==> src/rtl/instr_fetch_unit.sv <==
// Instruction-fetch front end: owns the PC, issues one outstanding word read at a time,
// and buffers returned instructions with their PC in a small FIFO toward decode.
//
// state   | meaning
// --------+----------------------------------------------------------
// S_FETCH | request for pc offered while the buffer has room
// S_WAIT  | one request accepted, waiting for its in-order response
module instr_fetch_unit #(
    parameter int              XLEN      = 32,
    parameter logic [XLEN-1:0] RESET_PC  = '0,
    parameter int              BUF_DEPTH = 2
) (
    input  logic            clk,
    input  logic            rst_n,
    input  logic            redirect_valid,
    input  logic [XLEN-1:0] redirect_pc,
    output logic            imem_req_valid,
    input  logic            imem_req_ready,
    output logic [XLEN-1:0] imem_req_addr,
    input  logic            imem_rsp_valid,
    input  logic [31:0]     imem_rsp_data,
    output logic            if_valid,
    input  logic            if_ready,
    output logic [XLEN-1:0] if_pc,
    output logic [31:0]     if_instr,
    output logic            misalign
);
    localparam int             PTR_W   = $clog2(BUF_DEPTH);
    localparam logic [PTR_W:0] DEPTH_C = (PTR_W+1)'(BUF_DEPTH);

    typedef enum logic {S_FETCH, S_WAIT} state_t;

    state_t           state_q, state_d;
    logic [XLEN-1:0]  pc_q, pc_d;
    logic [XLEN-1:0]  req_pc_q, req_pc_d;
    logic             kill_q, kill_d;
    logic             misalign_q, misalign_d;
    logic [PTR_W-1:0] rd_ptr_q, rd_ptr_d;
    logic [PTR_W-1:0] wr_ptr_q, wr_ptr_d;
    logic [PTR_W:0]   count_q, count_d;
    logic [XLEN-1:0]  buf_pc_q    [BUF_DEPTH];
    logic [XLEN-1:0]  buf_pc_d    [BUF_DEPTH];
    logic [31:0]      buf_instr_q [BUF_DEPTH];
    logic [31:0]      buf_instr_d [BUF_DEPTH];
    logic             req_fire;
    logic             push;
    logic             pop;

    assign imem_req_addr = pc_q;
    assign if_valid      = (count_q != '0);
    assign if_pc         = buf_pc_q[rd_ptr_q];
    assign if_instr      = buf_instr_q[rd_ptr_q];
    assign misalign      = misalign_q;

    always_comb begin
        state_d     = state_q;
        pc_d        = pc_q;
        req_pc_d    = req_pc_q;
        kill_d      = kill_q;
        misalign_d  = 1'b0;
        rd_ptr_d    = rd_ptr_q;
        wr_ptr_d    = wr_ptr_q;
        count_d     = count_q;
        buf_pc_d    = buf_pc_q;
        buf_instr_d = buf_instr_q;
        push        = 1'b0;

        // Issue only while a slot is free, so a push can never hit a full buffer.
        imem_req_valid = (state_q == S_FETCH) && (count_q < DEPTH_C);
        req_fire       = imem_req_valid && imem_req_ready;
        pop            = if_valid && if_ready;

        case (state_q)
            S_FETCH: begin
                if (req_fire) begin
                    req_pc_d = pc_q;
                    pc_d     = pc_q + XLEN'(4);
                    state_d  = S_WAIT;
                end
            end
            S_WAIT: begin
                if (imem_rsp_valid) begin
                    push    = !kill_q;
                    kill_d  = 1'b0;
                    state_d = S_FETCH;
                end
            end
            default: state_d = S_FETCH;
        endcase

        if (redirect_valid) begin
            pc_d       = {redirect_pc[XLEN-1:2], 2'b00};
            misalign_d = |redirect_pc[1:0];
            push       = 1'b0;
            // Mark the response still owed by memory as dead; one landing this cycle is simply dropped.
            if ((state_q == S_FETCH) ? req_fire : !imem_rsp_valid)
                kill_d = 1'b1;
            rd_ptr_d   = '0;
            wr_ptr_d   = '0;
            count_d    = '0;
        end else begin
            if (push) begin
                buf_pc_d[wr_ptr_q]    = req_pc_q;
                buf_instr_d[wr_ptr_q] = imem_rsp_data;
                wr_ptr_d              = wr_ptr_q + PTR_W'(1);
            end
            if (pop)
                rd_ptr_d = rd_ptr_q + PTR_W'(1);
            count_d = count_q + (PTR_W+1)'(push) - (PTR_W+1)'(pop);
        end
    end

    always_ff @(posedge clk) begin
        if (!rst_n) begin
            state_q     <= S_FETCH;
            pc_q        <= RESET_PC;
            req_pc_q    <= '0;
            kill_q      <= 1'b0;
            misalign_q  <= 1'b0;
            rd_ptr_q    <= '0;
            wr_ptr_q    <= '0;
            count_q     <= '0;
            buf_pc_q    <= '{default: '0};
            buf_instr_q <= '{default: '0};
        end else begin
            state_q     <= state_d;
            pc_q        <= pc_d;
            req_pc_q    <= req_pc_d;
            kill_q      <= kill_d;
            misalign_q  <= misalign_d;
            rd_ptr_q    <= rd_ptr_d;
            wr_ptr_q    <= wr_ptr_d;
            count_q     <= count_d;
            buf_pc_q    <= buf_pc_d;
            buf_instr_q <= buf_instr_d;
        end
    end
endmodule

==> config.mk <==
export PLATFORM = sky130hd
export DESIGN_NAME = instr_fetch_unit
export DESIGN_NICKNAME = d
export VERILOG_FILES = /design/src/rtl/instr_fetch_unit.sv
export SDC_FILE = /design/constraint.sdc
export NUM_CORES = 1
export LEC_CHECK = 0
export ABC_AREA = 1
export BUFFER_PORTS_ARGS = -buffer_cell sky130_fd_sc_hd__buf_2
export CORE_UTILIZATION = 45
export DETAILED_ROUTE_END_ITERATION = 8
export GPL_ROUTABILITY_DRIVEN = 0
export PLACE_DENSITY_LB_ADDON = 0.15
export SYNTH_ARGS = -nofsm -noshare
export SYNTH_HDL_FRONTEND = slang
export SYNTH_SLANG_ARGS = --single-unit
==> constraint.sdc <==
create_clock -name clk -period 2 [get_ports clk]
set_input_delay 0.2 -clock clk [delete_from_list [all_inputs] [get_ports clk]]
set_output_delay 0.2 -clock clk [all_outputs]
set_load 0.1 [all_outputs]
==> results.md <==
* CTS Buf Count at 17
* Final ANT Viol Nets at 0
* Die Wd at 139 um
* Pwr/cell area at 815 nW/um^2
* Global-route wire length before repair at 35800 um
* Max Fanout on Critical Path at 28
* GRT overflow at 0
* Commonest cells after routing, fill and taps aside: nand2_1 (308), nor2_1 (292), dfxtp_1 (181)
* Core Area at 18200 um^2
* XOR/XNOR share of the synthesized area at 0.412%
* Worst setup SP type: register
* Root Buffer Master: clkbuf_16
* Adder-Cell Fraction of Synth Area at 0.442%
* Status: complete, no violations
* Final Worst Setup Slack at roughly 0.12 ns
* CTS tree: yes
* DP HPWL at 14700 um
* Final hold violation count at 0
* Mapped Area at approximately 8500 um^2
* Commonest non-fill, non-tap cell in the layout: nand2_1
* Sequential area share after synthesis at 45.0%
* Max Root-Sink Buffers at 2
* Fin crit share at between 90% and 100%
* Compound-Gate Fraction of Synth Area at 14.2%
* H-tree levels at 4
* Cell taking the most area after synthesis: dfxtp_1
* Nets@finish at 1466
* Pin count of the biggest net entering global routing at about 120
* Antenna cells at 0
* Initial antenna violation count at 0
* Postcts setup bufs at 0
* Die area at 19400 um^2
* Area delta synth->final at 30.6%
* Number of global-route vias before repair at 7215
* Worst slack, placed at 0.288 ns
* Yosys warning count at 0
* # clock sinks at 191
* Routed len/inst at 13.4 um
* Worst-Skew Late Latency at 0.43 ns
* Slew Viols, Final at 0
* WL final at 21900 um
* Setup_tns at 0 ns
* DR iter-0 viols at 366
* Clk_skew at 0.0115 ns
* Worst hold path type: input port to register
* Worst Tran Pin Value at 0.617 ns
* Largest family of logic cells by synthesized area: simple AND/OR/NAND/NOR gates
* Fraction of layout cells with a size suffix above 1 at a little under a fifth
* Yosys top cell area share at 45.0%
* # port buffers at ~160
* Maxcap violations at 0
* EDFF count, synth at 0
* DIE HEIGHT at between 100 and 150 um
* Row count at 49
* Leakage Power at approximately 4.7 nW
* Design Power at 9.03 mW
* Top post-synthesis cells by area: dfxtp_1 (45%), nand2_1 (14%), nor2_1 (13%)
* Final min period at 1.88 ns
* Drt pass-1 iters at 4
* Relative slew slack at 58.8%
* Async S/R FF share, synth at 0%
* Post-synthesis instance total at ~1.3k
* Synth cell types at 33
* DRC viols at 0
* RSZ-0062 raised after global routing: no
* Arrival time of the worst setup path at 1.68 ns
* Synth Area in Simple Gates at 32.1%
* Via/cell ratio at roughly 4.9
* I/O pins at 169
* Vias at ~8.1k
* Peak supply drop at 0.000625 V
* Synth Area per Inst at 6.79 um^2
* Clock transition at path regs at about 0.070 ns
* Post-synthesis mux area share at 0%
* Total GRT Usage at 22.9%
* Ys flop type: dfxtp_1
* Critical path type: register to output pin
* Initial Util at 46.6%
* Worst Path Required at 1.80 ns
* Synth Register Bits at 191
* Layout Utilization at 60.9%
* Crit end category: output pin
* Endpoints failing setup at 0
* Fmax at 533 MHz
==> synthesized netlist by cell type, types with 3 or more instances <==
cell        n
nor2_2     11
buf_2       9
nor2_1    292
nand3_2     3
nand4_1     4
a21oi_1    50
a31oi_1     7
ha_1        3
inv_2       3
o21ai_1     6
xnor2_1     3
nand2_2     8
buf_4       5
clkbuf_1   45
nand2_1   308
nand3_1    37
dfxtp_1   191
or2_2       3
nor2_4      5
inv_1      59
buf_6      12
o21ai_0   174
==> worst paths after layout <==
check	startpoint	to	slack, ns	cells past startpoint
setup / recovery	rd_ptr_q	if_instr[12]	0.12	5
hold / removal	imem_rsp_data[8]	buf_instr_q[40]	0.03	3
setup reg to reg	count_q[1]	count_q[1]	0.28	8
hold reg to reg	buf_pc_q[49]	buf_pc_q[49]	0.48	2
==> state kept, by name (all words and copies together) (netlist names) <==
register / cells
buf_instr_q: 64
count_q: 2
imem_req_addr: 30
kill_q: 1
buf_pc_q: 60
state_q: 1
wr_ptr_q: 1
req_pc_q: 30
rd_ptr_q: 1
misalign: 1
==> cell families (layout without fill, tap and decap cells) <==
| family | count (synthesis) | count (layout) |
|---|---|---|
| buffers and inverters | 138 | 290 |
| xor gates and xnor gates | 4 | 4 |
| and+or+nand+nor | 675 | 675 |
| adders and majority gates | 3 | 3 |
| AOI/OAI and AO/OA | 239 | 239 |
| other | 1 | 4 |
| DFF | 191 | 191 |
==> worst max-delay path, cell delays in order, from the launching register on <==
cell     delay (ns)
dfxtp_2        0.34
inv_2          0.28
buf_12         0.23
nand2_1        0.06
nand2_1        0.13
buf_12         0.19
==> report_power, final <==
group	total (mW)	switching, mW	internal, mW
clock	3.45	1.46	1.99
combinational	1.52	1.09	0.434
sequential	4.06	0.115	3.94
==> timing repair <==
action | 4_1_cts | 5_1_grt
gates resized for setup | 0 | 1
hold endpoints to repair | 9 | 0
endpoints found under the setup margin | 0 | 43
hold buffers | 10 | 0
==> metrics by stage <==
stage / instances / hold slack, ns / instance area, um^2
final: 1635 / 0.0321 / 11100
after global routing: 1635 / 0.0345 / 11100
after CTS: 1635 / 0.0176 / 11100
after floorplan: 1254 / 0.310 / 8520
after global placement: 1593 / 0.407 / 10400
after detailed placement: 1593 / 0.419 / 10400
==> layout make-up <==
class	instances	area (um^2)
Clock inverter	10	125
Clock buffer	22	484
Inverter	65	249
Multi-Input combinational cell	925	4030
Fill cell	1730	7120
Sequential cell	191	3840
Tap cell	229	287
Timing Repair Buffer	193	2080
==> per-layer routing <==
| metal | global-route usage, % | routed length (um) |
|---|---|---|
| met5 | 0 | 0 |
| met2 | 36.5 | 9870 |
| met1 | 30.6 | 10200 |
| met4 | 9.24 | 497 |
| met3 | 4.03 | 1340 |
No activity file was read; power rests on OpenSTA's default activity.
